**config.mk**
```make
export PLATFORM = sky130hd
export DESIGN_NAME = debounce_multi
export DESIGN_NICKNAME = d
export VERILOG_FILES = /design/src/rtl/debounce_multi.sv
export SDC_FILE = /design/constraint.sdc
export NUM_CORES = 1
export LEC_CHECK = 0
export ABC_AREA = 1
export BUFFER_PORTS_ARGS = -buffer_cell sky130_fd_sc_hd__buf_2
export CAP_MARGIN = 20
export CORE_ASPECT_RATIO = 0.75
export CORE_MARGIN = 2
export CORE_UTILIZATION = 35
export CTS_BUF_LIST = sky130_fd_sc_hd__clkbuf_8
export CTS_CLUSTER_SIZE = 40
export DETAILED_ROUTE_END_ITERATION = 8
export MAX_ROUTING_LAYER = met4
export SETUP_SLACK_MARGIN = 0.05
export SLEW_MARGIN = 20
export SYNTH_ARGS = -nofsm -noshare
export SYNTH_HDL_FRONTEND = slang
export SYNTH_SLANG_ARGS = --single-unit
```
**constraint.sdc**
```tcl
create_clock -name clk -period 2.3 [get_ports clk]
set_input_delay 0.46 -clock clk [delete_from_list [all_inputs] [get_ports clk]]
set_output_delay 0.46 -clock clk [all_outputs]
set_load 0.005 [all_outputs]
```
**src/rtl/debounce_multi.sv**
```systemverilog
// ---------------------------------------------------------------------------
// debounce_multi
//   N-channel push-button / switch conditioner. Each channel runs its own
//   two-flop synchroniser and stability counter. It produces a debounced
//   level and one-cycle press/release strobes. Channels can optionally
//   produce hold-to-repeat strobes.
//
//   Optional feature macro: DEBOUNCE_MULTI_REPEAT_EN
//     defined   - per-channel hold counter and IDLE/DELAY/RATE repeat FSM built
//     undefined - btn_repeat tied to zero; REPEAT_* parameters ignored
//
// Parameters
//   NCH              number of channels (1..32)
//   DEBOUNCE_CYC     stable cycles needed to accept a new level (>= 2)
//   ACTIVE_LOW       per-channel mask; set bit inverts that raw input
//   REPEAT_DELAY_CYC hold time from press strobe to first repeat (>= 2)
//   REPEAT_RATE_CYC  interval between later repeat strobes (>= 2)
//
// Ports
//   clk          system clock
//   rst          synchronous active-high reset
//   btn_in       raw asynchronous button inputs
//   btn_level    debounced level, 1 = pressed
//   btn_press    one-cycle strobe on accepted 0->1
//   btn_release  one-cycle strobe on accepted 1->0
//   btn_repeat   one-cycle hold-repeat strobe
//   any_press    registered OR of btn_press (one cycle behind it)
// ---------------------------------------------------------------------------
module debounce_multi #(
  parameter int unsigned    NCH              = 5,
  parameter int unsigned    DEBOUNCE_CYC     = 2_000_000,
  parameter logic [NCH-1:0] ACTIVE_LOW       = {NCH{1'b0}},
  parameter int unsigned    REPEAT_DELAY_CYC = 50_000_000,
  parameter int unsigned    REPEAT_RATE_CYC  = 10_000_000
) (
  input  logic           clk,
  input  logic           rst,
  input  logic [NCH-1:0] btn_in,
  output logic [NCH-1:0] btn_level,
  output logic [NCH-1:0] btn_press,
  output logic [NCH-1:0] btn_release,
  output logic [NCH-1:0] btn_repeat,
  output logic           any_press
);

  // Elaboration-time parameter sanity checks
  if (NCH < 1 || NCH > 32) begin : g_bad_nch
    $error("debounce_multi: NCH must be in 1..32");
  end
  if (DEBOUNCE_CYC < 2) begin : g_bad_deb
    $error("debounce_multi: DEBOUNCE_CYC must be >= 2");
  end
  if (REPEAT_DELAY_CYC < 2 || REPEAT_RATE_CYC < 2) begin : g_bad_rep
    $error("debounce_multi: REPEAT_DELAY_CYC and REPEAT_RATE_CYC must be >= 2");
  end
  if (ACTIVE_LOW === {NCH{1'bx}}) begin : g_bad_al
    $error("debounce_multi: ACTIVE_LOW must be a defined mask");
  end

  localparam int unsigned    CNT_W   = $clog2(DEBOUNCE_CYC);
  localparam logic [CNT_W-1:0] CNT_MAX = CNT_W'(DEBOUNCE_CYC - 1);

  // -------------------------------------------------------------------------
  // Debounce datapath state
  // -------------------------------------------------------------------------
  logic [NCH-1:0]   s0_q,      s0_d;
  logic [NCH-1:0]   s1_q,      s1_d;
  logic [NCH-1:0]   level_q,   level_d;
  logic [NCH-1:0]   press_q,   press_d;
  logic [NCH-1:0]   release_q, release_d;
  logic             any_press_q, any_press_d;
  logic [CNT_W-1:0] cnt_q [NCH];
  logic [CNT_W-1:0] cnt_d [NCH];

  // Synchroniser, stability counters, level and press/release strobes
  always_comb begin
    s0_d        = btn_in ^ ACTIVE_LOW;
    s1_d        = s0_q;
    level_d     = level_q;
    press_d     = '0;
    release_d   = '0;
    any_press_d = |press_q;
    for (int i = 0; i < NCH; i++) begin
      cnt_d[i] = '0;
      // Counter only runs while the synchronised input disagrees with the
      // accepted level; any agreement (glitch back) restarts it from zero.
      if (s1_q[i] != level_q[i]) begin
        if (cnt_q[i] == CNT_MAX) begin
          level_d[i]   = s1_q[i];
          press_d[i]   = s1_q[i];
          release_d[i] = ~s1_q[i];
        end else begin
          cnt_d[i] = cnt_q[i] + CNT_W'(1);
        end
      end
    end
  end

  always_ff @(posedge clk) begin
    if (rst) begin
      s0_q        <= '0;
      s1_q        <= '0;
      level_q     <= '0;
      press_q     <= '0;
      release_q   <= '0;
      any_press_q <= 1'b0;
      for (int i = 0; i < NCH; i++) begin
        cnt_q[i] <= '0;
      end
    end else begin
      s0_q        <= s0_d;
      s1_q        <= s1_d;
      level_q     <= level_d;
      press_q     <= press_d;
      release_q   <= release_d;
      any_press_q <= any_press_d;
      for (int i = 0; i < NCH; i++) begin
        cnt_q[i] <= cnt_d[i];
      end
    end
  end

  assign btn_level   = level_q;
  assign btn_press   = press_q;
  assign btn_release = release_q;
  assign any_press   = any_press_q;

`ifdef DEBOUNCE_MULTI_REPEAT_EN
  // -------------------------------------------------------------------------
  // Hold-to-repeat: per-channel IDLE -> DELAY -> RATE state machine
  // -------------------------------------------------------------------------
  localparam int unsigned REP_MAX = (REPEAT_DELAY_CYC > REPEAT_RATE_CYC) ?
                                    REPEAT_DELAY_CYC : REPEAT_RATE_CYC;
  localparam int unsigned HCNT_W  = $clog2(REP_MAX);
  localparam logic [HCNT_W-1:0] DELAY_MAX = HCNT_W'(REPEAT_DELAY_CYC - 1);
  localparam logic [HCNT_W-1:0] RATE_MAX  = HCNT_W'(REPEAT_RATE_CYC - 1);

  localparam logic [1:0] ST_IDLE  = 2'd0;
  localparam logic [1:0] ST_DELAY = 2'd1;
  localparam logic [1:0] ST_RATE  = 2'd2;

  logic [1:0]        rep_st_q [NCH];
  logic [1:0]        rep_st_d [NCH];
  logic [HCNT_W-1:0] hcnt_q   [NCH];
  logic [HCNT_W-1:0] hcnt_d   [NCH];
  logic [NCH-1:0]    repeat_q, repeat_d;

  // Next-state and repeat strobe; decisions use the next debounced level so
  // a release accepted this cycle suppresses a coincident repeat.
  always_comb begin
    repeat_d = '0;
    for (int i = 0; i < NCH; i++) begin
      rep_st_d[i] = rep_st_q[i];
      hcnt_d[i]   = hcnt_q[i];
      if (!level_d[i]) begin
        rep_st_d[i] = ST_IDLE;
        hcnt_d[i]   = '0;
      end else if (press_d[i]) begin
        rep_st_d[i] = ST_DELAY;
        hcnt_d[i]   = '0;
      end else begin
        case (rep_st_q[i])
          ST_DELAY: begin
            if (hcnt_q[i] == DELAY_MAX) begin
              repeat_d[i] = 1'b1;
              hcnt_d[i]   = '0;
              rep_st_d[i] = ST_RATE;
            end else begin
              hcnt_d[i] = hcnt_q[i] + HCNT_W'(1);
            end
          end
          ST_RATE: begin
            if (hcnt_q[i] == RATE_MAX) begin
              repeat_d[i] = 1'b1;
              hcnt_d[i]   = '0;
            end else begin
              hcnt_d[i] = hcnt_q[i] + HCNT_W'(1);
            end
          end
          default: begin
            rep_st_d[i] = ST_IDLE;
            hcnt_d[i]   = '0;
          end
        endcase
      end
    end
  end

  always_ff @(posedge clk) begin
    if (rst) begin
      repeat_q <= '0;
      for (int i = 0; i < NCH; i++) begin
        rep_st_q[i] <= ST_IDLE;
        hcnt_q[i]   <= '0;
      end
    end else begin
      repeat_q <= repeat_d;
      for (int i = 0; i < NCH; i++) begin
        rep_st_q[i] <= rep_st_d[i];
        hcnt_q[i]   <= hcnt_d[i];
      end
    end
  end

  assign btn_repeat = repeat_q;
`else
  // Repeat feature not built
  assign btn_repeat = {NCH{1'b0}};
`endif

endmodule

```
---- Word level (Yosys, flattened, before mapping) ----
Memory sizes are Yosys's and may differ from the RTL's.
Index checks and enable logic that the tools add are counted.
word-level totals
  memories ................................ 1
  bits in registers ....................... 26
  logic and storage cells ................. 83
  input bits .............................. 7
  bits in writable memories ............... 105
  output and inout bits ................... 21
operators by class
  reductions and logical operators ........ 11
  $add $sub $neg .......................... 5
  eq/ne operators ......................... 10
  bitwise logic cells ..................... 20
  multiplexer cells ....................... 18
memories
  name   depth  bits a word  rd ports  clocked after memory_dff  wr ports  line  RTL
  cnt_q  5      21           5         0                         5         72    logic [CNT_W-1:0] cnt_q [NCH];
operator list
  kind                   count
  $mux 21                15
  $add 21x1->21 const B  5
  $eq 21x21->1 const B   5
  $not 1->1              15
  $reduce_or 3->1        5
  $reduce_and 2->1       5
  $ne 1x1->1             5
  $or 1x1->1             5
  $reduce_or 5->1        1
  $mux 1                 3

---- Longest topological paths before layout ----
An unclocked memory read counts as a cell.
  depth in word-level cells ............... 5
  mapped depth ............................ 9
  mapped depth without buffers ............ 9

---- Least setup slack after synthesis ----
Ideal clock, no wire load.
  kind .................................... flip-flop to flip-flop
  from .................................... mem cnt_q[0][21] in the netlist's numbering
  to ...................................... mem cnt_q[0][34] in the netlist's numbering
  setup time .............................. 114 ps
  buffers on the path ..................... 1
  path slack .............................. 901 ps
  required time ........................... 2186 ps
  clock period less this slack ............ 1399 ps
  arrival time ............................ 1285 ps
  cell stages (with the launch flop) ...... 8
  cell sequence ........................... dfxtp_1 -> ha_1 -> nand3_4 -> nor2_4 -> nand3_2 -> o21bai_4 -> buf_6 -> nor2_1
RTL lines
  element          line
  start, declared  72

==> impl_metrics.json <==
{
  "status": "finished, final reports clean",
  "cp_max_fo": 13,
  "vias": 5547,
  "ys_seq_area_share_pct": 40.7,
  "clockBufferDepth": 2,
  "power.density_nw_per_um2": 569,
  "hold_path_class": "in2reg",
  "grt_max_degree": 22,
  "port_buffers": 22,
  "layout_min_cycle_time_ns": 1.79,
  "rsz0062_at_grt": "false",
  "core-area_um2": 17900,
  "dp.final_hpwl_um": 10300,
  "vdd_drop_max_mv": 0.264,
  "drv_slew": 0,
  "period_share_pct": 77.7,
  "first_pass_iters": 5,
  "final_core_util_pct": 39.6,
  "die_w_um": 161,
  "synth.distinct_cells": 33,
  "fmax_mhz": 559,
  "track_usage_pct": 15.2,
  "drc": 0,
  "synth_edf_count": 0,
  "setup_viol": 0,
  "slowest_stage": "dfxtp_1",
  "cts_inserted_buffers": 17,
  "antenna_found_initial": 0,
  "n_fill_cell": 1934,
  "tns_ns": 0,
  "die_area_um2": 19500,
  "cts_root_buf": "clkbuf_8",
  "htreeDepth": 4,
  "viasPerCell": 4.52,
  "fin_worst_skew_ns": 0.0135,
  "ys_ff_latch": 131,
  "hold_buffers": 0,
  "die_y_um": 122,
  "ys_warn_count": 0,
  "num_io_pins": 28,
  "async_flop_share_pct": 0,
  "drive_gt1_share_pct": 9.45,
  "clk_latency_ns": 0.45,
  "worstSetupStartpointType": "flip-flop",
  "gp_congestion": 0.834,
  "row_count": 42,
  "cpLargestDelayFamily": "simple AND/OR/NAND/NOR gates",
  "syn_inst": 943,
  "antenna_cells": 0,
  "p_leak_nw": 2.16,
  "worst_slew_pin_slew_ns": 0.537,
  "end_kind": "flip-flop",
  "grt_first_pass_wirelength_um": 23300,
  "initial_core_util_pct": 36.1,
  "drt_iter0_markers": 285,
  "fin_nets": 987,
  "arrival_ns": 2.11,
  "clkTransAtPathRegs_ns": 0.07,
  "maxCapViolations": 0,
  "postRouteAntennaNets": 0,
  "numClockSinks": 131,
  "cp_slowest_stage_delay_ns": 0.39,
  "post_cts.repair.setup_buffers": 0,
  "cts_tree": "yes",
  "required_ns": 2.62,
  "wl_per_cell_um": 11.0,
  "overflow": 0,
  "area_growth_pct": 9.88,
  "slew_headroom_pct": 64.1,
  "ys.flop_type": "dfxtp_1",
  "cp_num_buf_inv": 1,
  "syn_avg_cell_area_um2": 6.84,
  "first_global_vias": 4938,
  "synth_area_um2": 6450,
  "cts_resized": 0,
  "hold_viol_final": 0,
  "critPathKind": "reg2reg",
  "wl_um": 13500,
  "crit_chain": "ha_1, nand3_2, nor2_1, nand3_1, nand2_1, buf_4, a21oi_1"
}
[cells by family (layout without fill, tap and decap cells)]
kind of cell	after synthesis	after routing	share of synthesized area, %
XOR/XNOR	34	34	4.62
buffers and inverters	105	142	7.34
AND/OR/NAND/NOR	596	596	40.4
adder cells (fa/ha/maj)	5	5	0.970
AO/OA/AOI/OAI	71	71	5.98
other	1	5	0.0582
flip-flops	131	131	40.7
[worst register-to-register path, cell delays in order (launching register included)]
cell	delay, ns
dfxtp_1	0.39
ha_1	0.24
nand3_2	0.14
nor2_1	0.17
nand3_1	0.13
nand2_1	0.28
buf_4	0.26
a21oi_1	0.06
[stage by stage]
step,setup WS [ns],std cells,area (um^2),hold slack (ns),total power [W]
2_1_floorplan,0.901,947,6460,0.388,0.00238
3_3_place_gp,0.572,1198,6760,0.389,0.00239
3_5_place_dp,0.496,1198,6760,0.394,0.00239
4_1_cts,0.490,1226,7080,0.185,0.00409
5_1_grt,0.304,1226,7080,0.197,0.00420
6_report,0.512,1226,7080,0.221,0.00403
[registers in the layout (all words and copies together), names as in the netlist]
name         count
cnt_q          105
btn_level        5
btn_press        5
btn_release      5
s0_q             5
s1_q             5
any_press        1
[final timing paths]
path | depth (start not counted) | endpoint | start | slack (ns)
max | 7 | cnt_q[0][72] | cnt_q[0][63] | 0.51
min | 3 | s0_q[3] | btn_in[3] | 0.22
max reg2reg | 7 | cnt_q[0][72] | cnt_q[0][63] | 0.51
min reg2reg | 2 | s1_q[2] | s0_q[2] | 0.40
[cell usage in the layout (no fill, tap or decap), drive strengths merged]
cell type,count
nor3b,5
or2,18
o21bai,6
inv,91
bufinv,1
nor3,6
clkinvlp,1
ha,5
clkinv,5
conb,5
o41ai,1
and2,1
nand3b,5
nand4,17
a21oi,55
nand2,246
dfxtp,131
clkbuf,18
xnor2,16
xor2,18
o21ai,9
nor2,234
buf,26
nand3,64
[routing by layer]
metal	global-route usage, %	part of all wire (%)
met1	22.1	57
met2	20.8	39
met3	4.19	3.7
met4	3.68	0.76
met5	-	0
[synthesized netlist by cell type (2+ instances only)]
library cell | count | share of area [%]
buf_4 | 9 | 1.0
nand2_1 | 241 | 14
xnor2_1 | 16 | 2.2
buf_6 | 6 | 1.0
nand3_2 | 8 | 1.2
nor3b_1 | 5 | 0.58
nand3_1 | 53 | 4.1
a21oi_1 | 55 | 4.3
nor3_1 | 6 | 0.47
o21ai_0 | 9 | 0.70
nor2_2 | 8 | 0.78
nor2_4 | 3 | 0.52
nand4_1 | 17 | 1.6
nand3b_1 | 3 | 0.35
nor2_1 | 223 | 13
inv_2 | 3 | 0.17
nand2_2 | 5 | 0.49
xor2_1 | 18 | 2.4
dfxtp_1 | 131 | 41
or2_2 | 9 | 0.87
nand3_4 | 3 | 0.82
o21bai_1 | 5 | 0.58
ha_1 | 5 | 0.97
or2_0 | 8 | 0.78
inv_1 | 85 | 4.9
clkbuf_1 | 2 | 0.12
[power breakdown]
part | leakage, nW | switching, W | total [W] | internal [W]
Clock | 0.179 | 0.000855 | 0.00169 | 0.000834
Sequential | 1.06 | 0.00000778 | 0.00229 | 0.00228
Combinational | 0.922 | 0.0000364 | 0.0000525 | 0.0000161
Total | 2.16 | 0.000900 | 0.00403 | 0.00313
[area by class of cell]
type / instances / area, um^2 / area share [%]
Clock buffer: 18 / 248 / 3.50
Clock inverter: 10 / 73.8 / 1.04
Inverter: 88 / 330 / 4.66
Multi-Input combinational cell: 711 / 3370 / 47.5
Sequential cell: 131 / 2620 / 37.0
Tap cell: 242 / 303 / 4.27
Timing Repair Buffer: 26 / 140 / 1.98
Power figures use the tool's default switching activity.
